## config.mk

```make
export PLATFORM = sky130hd
export DESIGN_NAME = top_level_inst
export DESIGN_NICKNAME = d
export VERILOG_FILES = /design/src/rtl/prog3_pkg.sv /design/src/rtl/data_mem.sv /design/src/rtl/top_level_inst.sv
export SDC_FILE = /design/constraint.sdc
export NUM_CORES = 1
export LEC_CHECK = 0
export CAP_MARGIN = 0
export CORE_MARGIN = 2
export CORE_UTILIZATION = 40
export DETAILED_ROUTE_END_ITERATION = 8
export GPL_TIMING_DRIVEN = 0
export PLACE_DENSITY = 0.58
export SLEW_MARGIN = 20
export SYNTH_ARGS = -nofsm -noshare
export SYNTH_HDL_FRONTEND = slang
export SYNTH_SLANG_ARGS = --single-unit
```

## constraint.sdc

```tcl
create_clock -name clock -period 1.95 [get_ports clock]
set_input_delay 0.195 -clock clock [delete_from_list [all_inputs] [get_ports clock]]
set_output_delay 0.195 -clock clock [all_outputs]
set_load 0.1 [all_outputs]
```

## src/rtl/prog3_pkg.sv

```systemverilog
// Shared definitions for the program-3 pattern-count engine: FSM states,
// fixed memory map and message geometry.
package prog3_pkg;

  localparam int unsigned MSG_LEN  = 32;
  localparam int unsigned PAT_ADDR = 32;
  localparam int unsigned CTB_ADDR = 33;
  localparam int unsigned CTO_ADDR = 34;
  localparam int unsigned CTS_ADDR = 35;

  typedef enum logic [2:0] {
    S_IDLE = 3'd0,
    S_LOAD = 3'd1,
    S_SCAN = 3'd2,
    S_WR33 = 3'd3,
    S_WR34 = 3'd4,
    S_WR35 = 3'd5,
    S_DONE = 3'd6
  } state_t;

endpackage

```

## src/rtl/data_mem.sv

```systemverilog
// Data memory: two combinational read ports, one synchronous write port.
// Contents are never reset.
module data_mem #(
  parameter int unsigned DW = 8,
  parameter int unsigned AW = 8
) (
  input  logic          i_clk,
  input  logic          i_we,
  input  logic [AW-1:0] i_waddr,
  input  logic [DW-1:0] i_wdata,
  input  logic [AW-1:0] i_raddr_a,
  input  logic [AW-1:0] i_raddr_b,
  output logic [DW-1:0] o_rdata_a,
  output logic [DW-1:0] o_rdata_b
);

  logic [DW-1:0] core [0:(1<<AW)-1];

  always_ff @(posedge i_clk) begin
    if (i_we) core[i_waddr] <= i_wdata;
  end

  assign o_rdata_a = core[i_raddr_a];
  assign o_rdata_b = core[i_raddr_b];

endmodule

```

## src/rtl/top_level_inst.sv

```systemverilog
// Program-3 engine: counts 5-bit pattern matches (in-byte, per-byte, and
// across the whole 256-bit message) and writes the three counts to memory.
module top_level_inst #(
  parameter int unsigned DW      = 8,
  parameter int unsigned AW      = 8,
  parameter int unsigned MSG_LEN = prog3_pkg::MSG_LEN
) (
  input  logic clock,
  input  logic reset_n,
  input  logic req,
  output logic ack
);
  import prog3_pkg::*;

  localparam int unsigned IW = $clog2(MSG_LEN);

  state_t        r_state;
  logic          r_ack;
  logic [4:0]    r_pat;
  logic [7:0]    r_cur;
  logic [IW-1:0] r_idx;
  logic [7:0]    r_ctb, r_cto, r_cts;

  logic          w_we;
  logic [AW-1:0] w_waddr, w_raddr_b;
  logic [DW-1:0] w_wdata, w_rd_a, w_rd_b;
  logic          w_last;
  logic [7:0]    w_nxt;
  logic [15:0]   w_pair;
  logic [2:0]    w_in_hits, w_x_hits, w_x_eff;
  logic          w_unused;

  data_mem #(.DW(DW), .AW(AW)) DM (
    .i_clk    (clock),
    .i_we     (w_we),
    .i_waddr  (w_waddr),
    .i_wdata  (w_wdata),
    .i_raddr_a(AW'(PAT_ADDR)),
    .i_raddr_b(w_raddr_b),
    .o_rdata_a(w_rd_a),
    .o_rdata_b(w_rd_b)
  );

  // Port B fetches byte 0 during LOAD and the look-ahead byte i+1 during SCAN.
  assign w_raddr_b = (r_state == S_SCAN) ? AW'(r_idx) + AW'(1) : '0;
  assign w_last    = (r_idx == IW'(MSG_LEN - 1));
  assign w_nxt     = w_last ? '0 : w_rd_b[7:0];
  assign w_pair    = {r_cur, w_nxt};
  assign w_x_eff   = w_last ? '0 : w_x_hits;
  assign w_unused  = &{1'b0, w_rd_a[2:0]};

  // Offsets 0..3 sit entirely inside byte i; 4..7 straddle into byte i+1.
  always_comb begin
    w_in_hits = '0;
    w_x_hits  = '0;
    for (int unsigned m = 0; m < 8; m++) begin
      if (5'(w_pair >> (11 - m)) == r_pat) begin
        if (m < 4) w_in_hits = w_in_hits + 3'd1;
        else       w_x_hits  = w_x_hits + 3'd1;
      end
    end
  end

  always_comb begin
    w_we    = 1'b0;
    w_waddr = AW'(CTB_ADDR);
    w_wdata = DW'(r_ctb);
    case (r_state)
      S_WR33: w_we = 1'b1;
      S_WR34: begin w_we = 1'b1; w_waddr = AW'(CTO_ADDR); w_wdata = DW'(r_cto); end
      S_WR35: begin w_we = 1'b1; w_waddr = AW'(CTS_ADDR); w_wdata = DW'(r_cts); end
      default: w_we = 1'b0;
    endcase
  end

  // ack is registered from DONE, so it rises one edge after DONE is entered.
  always_ff @(posedge clock or negedge reset_n) begin
    if (!reset_n) begin
      r_state <= S_IDLE;
      r_ack   <= 1'b0;
      r_pat   <= '0;
      r_cur   <= '0;
      r_idx   <= '0;
      r_ctb   <= '0;
      r_cto   <= '0;
      r_cts   <= '0;
    end else begin
      case (r_state)
        S_IDLE, S_DONE: begin
          if (req) begin
            r_state <= S_LOAD;
            r_ack   <= 1'b0;
            r_idx   <= '0;
            r_ctb   <= '0;
            r_cto   <= '0;
            r_cts   <= '0;
          end else if (r_state == S_DONE) begin
            r_ack <= 1'b1;
          end
        end
        S_LOAD: begin
          r_pat   <= w_rd_a[DW-1 -: 5];
          r_cur   <= w_rd_b[7:0];
          r_state <= S_SCAN;
        end
        S_SCAN: begin
          r_ctb <= r_ctb + {5'b0, w_in_hits};
          r_cto <= r_cto + {7'b0, |w_in_hits};
          r_cts <= r_cts + {5'b0, w_in_hits} + {5'b0, w_x_eff};
          r_cur <= w_nxt;
          r_idx <= r_idx + IW'(1);
          if (w_last) r_state <= S_WR33;
        end
        S_WR33:  r_state <= S_WR34;
        S_WR34:  r_state <= S_WR35;
        S_WR35:  r_state <= S_DONE;
        default: r_state <= S_IDLE;
      endcase
    end
  end

  assign ack = r_ack;

endmodule

```

==> flow_summary.toml <==
[run_status]
status = "finished, final reports clean"

[logic_synthesis]
ys.flop_type = "dfrtp_1"
netlist_area_um2 = 559
yosysSeqAreaShare_pct = 40.3
ys_types = 28
async_flop_share_pct = 100
yosysWarnings = 0
syn_avg_cell_area_um2 = 9.48
synth_area_leader_cell = "dfrtp_1"
synth_seq_cells = 9
synth_fp_nets = 65
synth_top_area_share_pct = 40.3
synthTopCellsByArea = "dfrtp_1 (40%), ha_1 (6.7%), o21ai_0 (5.4%)"
syn_inst = 59
synth_edf_count = 0

[worst_setup_path]
path_buf_inv = 1
crit_path_start = "ack"
cp.required_ps = 1750
crit_chain = "dlygate4sd2_1"
worst_path_max_delay_cell = "dlygate4sd2_1"
cp_slowest_stage_delay_ps = 860
path_class = "reg2out"
worstPathArrival_ps = 1470
startpoint_type = "flip-flop"
crit-reg2reg-launch = "r_idx[0]"
r2r_setup_slack_ps = 400
critical_path.top_delay_family = "buffers and inverters"
endpoint_kind = "output port"
cp_max_fo = 3
crit_cells = 1
r2r-end = "r_state[2]"
reg2reg_depth = 7

[detailed_routing]
highest_layer = "met3"
first_iter_violations = 10
wl_um = 1010
ant_nets = 0
vias_per_cell = 5.32
wl_met1_um = 521
drc = 0
vias = 431
first_pass_iters = 4
met3_length_um = 53
wl_per_cell_um = 12.4
met2_length_um = 429

[grt]
grt_max_degree = 11
antenna_found_initial = 0
grt_pass1_vias = 367
track_usage_pct = 15.2
grt_overflow = 0
grt_pass1_wl_um = 1660

[timing]
max_freq_mhz = 599
hold_viol_final = 0
whs_ps = 238
rsz0062_at_grt = "false"
min_period_ps = 1670
max_slew_margin_pct = 36.8
skew_ps = 4.22
tightest_slew_ps = 951
slew_viol_final = 0
timing.final.crit_share_pct = 85.6
fin_setup_tns_ps = 0
setup_viol_count_final = 0

[pwr]
power.leakage_nw = 0.293
ir_worst_vdd_mv = 0.579
power.density_mw_per_mm2 = 1430
power_mw = 0.905

[final_layout]
fin_util_pct = 48.7
area_growth_syn_to_layout_pct = 13.2
final_nets = 73
drive_gt1_share_pct = 16.7
layout_commonest_cell = "dfrtp_1"
antenna_cells = 0
finalInstanceArea_um2 = 633
layout_common_cells = "dfrtp_1 (9), nand2_1 (6), o21ai_0 (6)"

[clock_tree]
cts_made_buffers = 3
post_cts_buffers = 0
cts-root-buf = "clkbuf_4"
clockBufferDepth = 2
h-tree-depth = 1
cts_tree = "done"
clock_latency_ps = 260
clk_pin_slew_ps = 60
cts_sinks = 9

[die]
io_pins = 4
start_util_pct = 43.0
coreArea_mm2 = 0.00130
row_count = 13
die-area_mm2 = 0.00171
die_w_um = 41.4
fp.dieH_um = 41.4

[hold_path]
min_path_type = "in2async"

[placed_design]
dpl_cell_area_um2 = 608
place_hpwl_um = 741
port_buffers = 3
place.gp.congestion = 0.736

[job]
maxCapViolCount = 0
==> report_power, final <==
part	switching [mW]	internal (mW)
logic	0.267	0.210
clock network	0.0611	0.0786
registers	0.0427	0.245
total	0.371	0.534
==> flip-flops by register name, summed over array words and instances, names as in the netlist <==
register,count
ack,1
r_state,3
r_idx,5
==> cells by family after synthesis <==
family	Yosys count	synth area share, %
fa+ha+maj	3	6.71
simple gates	18	18.1
flops	9	40.3
mux	2	4.03
compound gates	22	25.3
buf+inv	5	5.59
==> worst max-delay path by stage <==
stage                             to  slack (ps)
after CTS                        ack         270
final                            ack         280
after detailed placement         ack         280
after floorplan           r_state[2]         490
after global placement           ack         280
after global routing             ack         250
==> per-stage QoR <==
stage / instances / setup WS, ps
floorplan: 59 / 494
global placement: 77 / 280
detailed placement: 77 / 282
CTS: 81 / 274
global route: 81 / 253
finish: 81 / 281
==> final cells by class <==
cell class              count  area [um^2]
flip-flops and latches      9          225
clock buffers               4         26.3
multi-input cells          45          303
plain buffers               3         23.8
repair buffers              3         28.8
fillers                   132          668
well taps                  15         18.8
inverters                   2         7.51
==> routing by layer <==
metal  vias up  GRT usage [%]
li1        230              -
met2         9           20.3
met5         -              0
met3         0           7.98
met1       192           21.8
met4         0           2.42
==> timing repair <==
item | CTS | global route
endpoints found under the setup margin | 1 | 0
resized for setup | 1 | 0
hold buffers | 0 | 0
==> cells in the mapped netlist, types with 3 or more instances <==
cell,number
nand2_1,6
a31oi_1,3
o21ai_0,6
ha_1,3
nor2_1,3
dfrtp_1,9
Power figures use the tool's default switching activity.
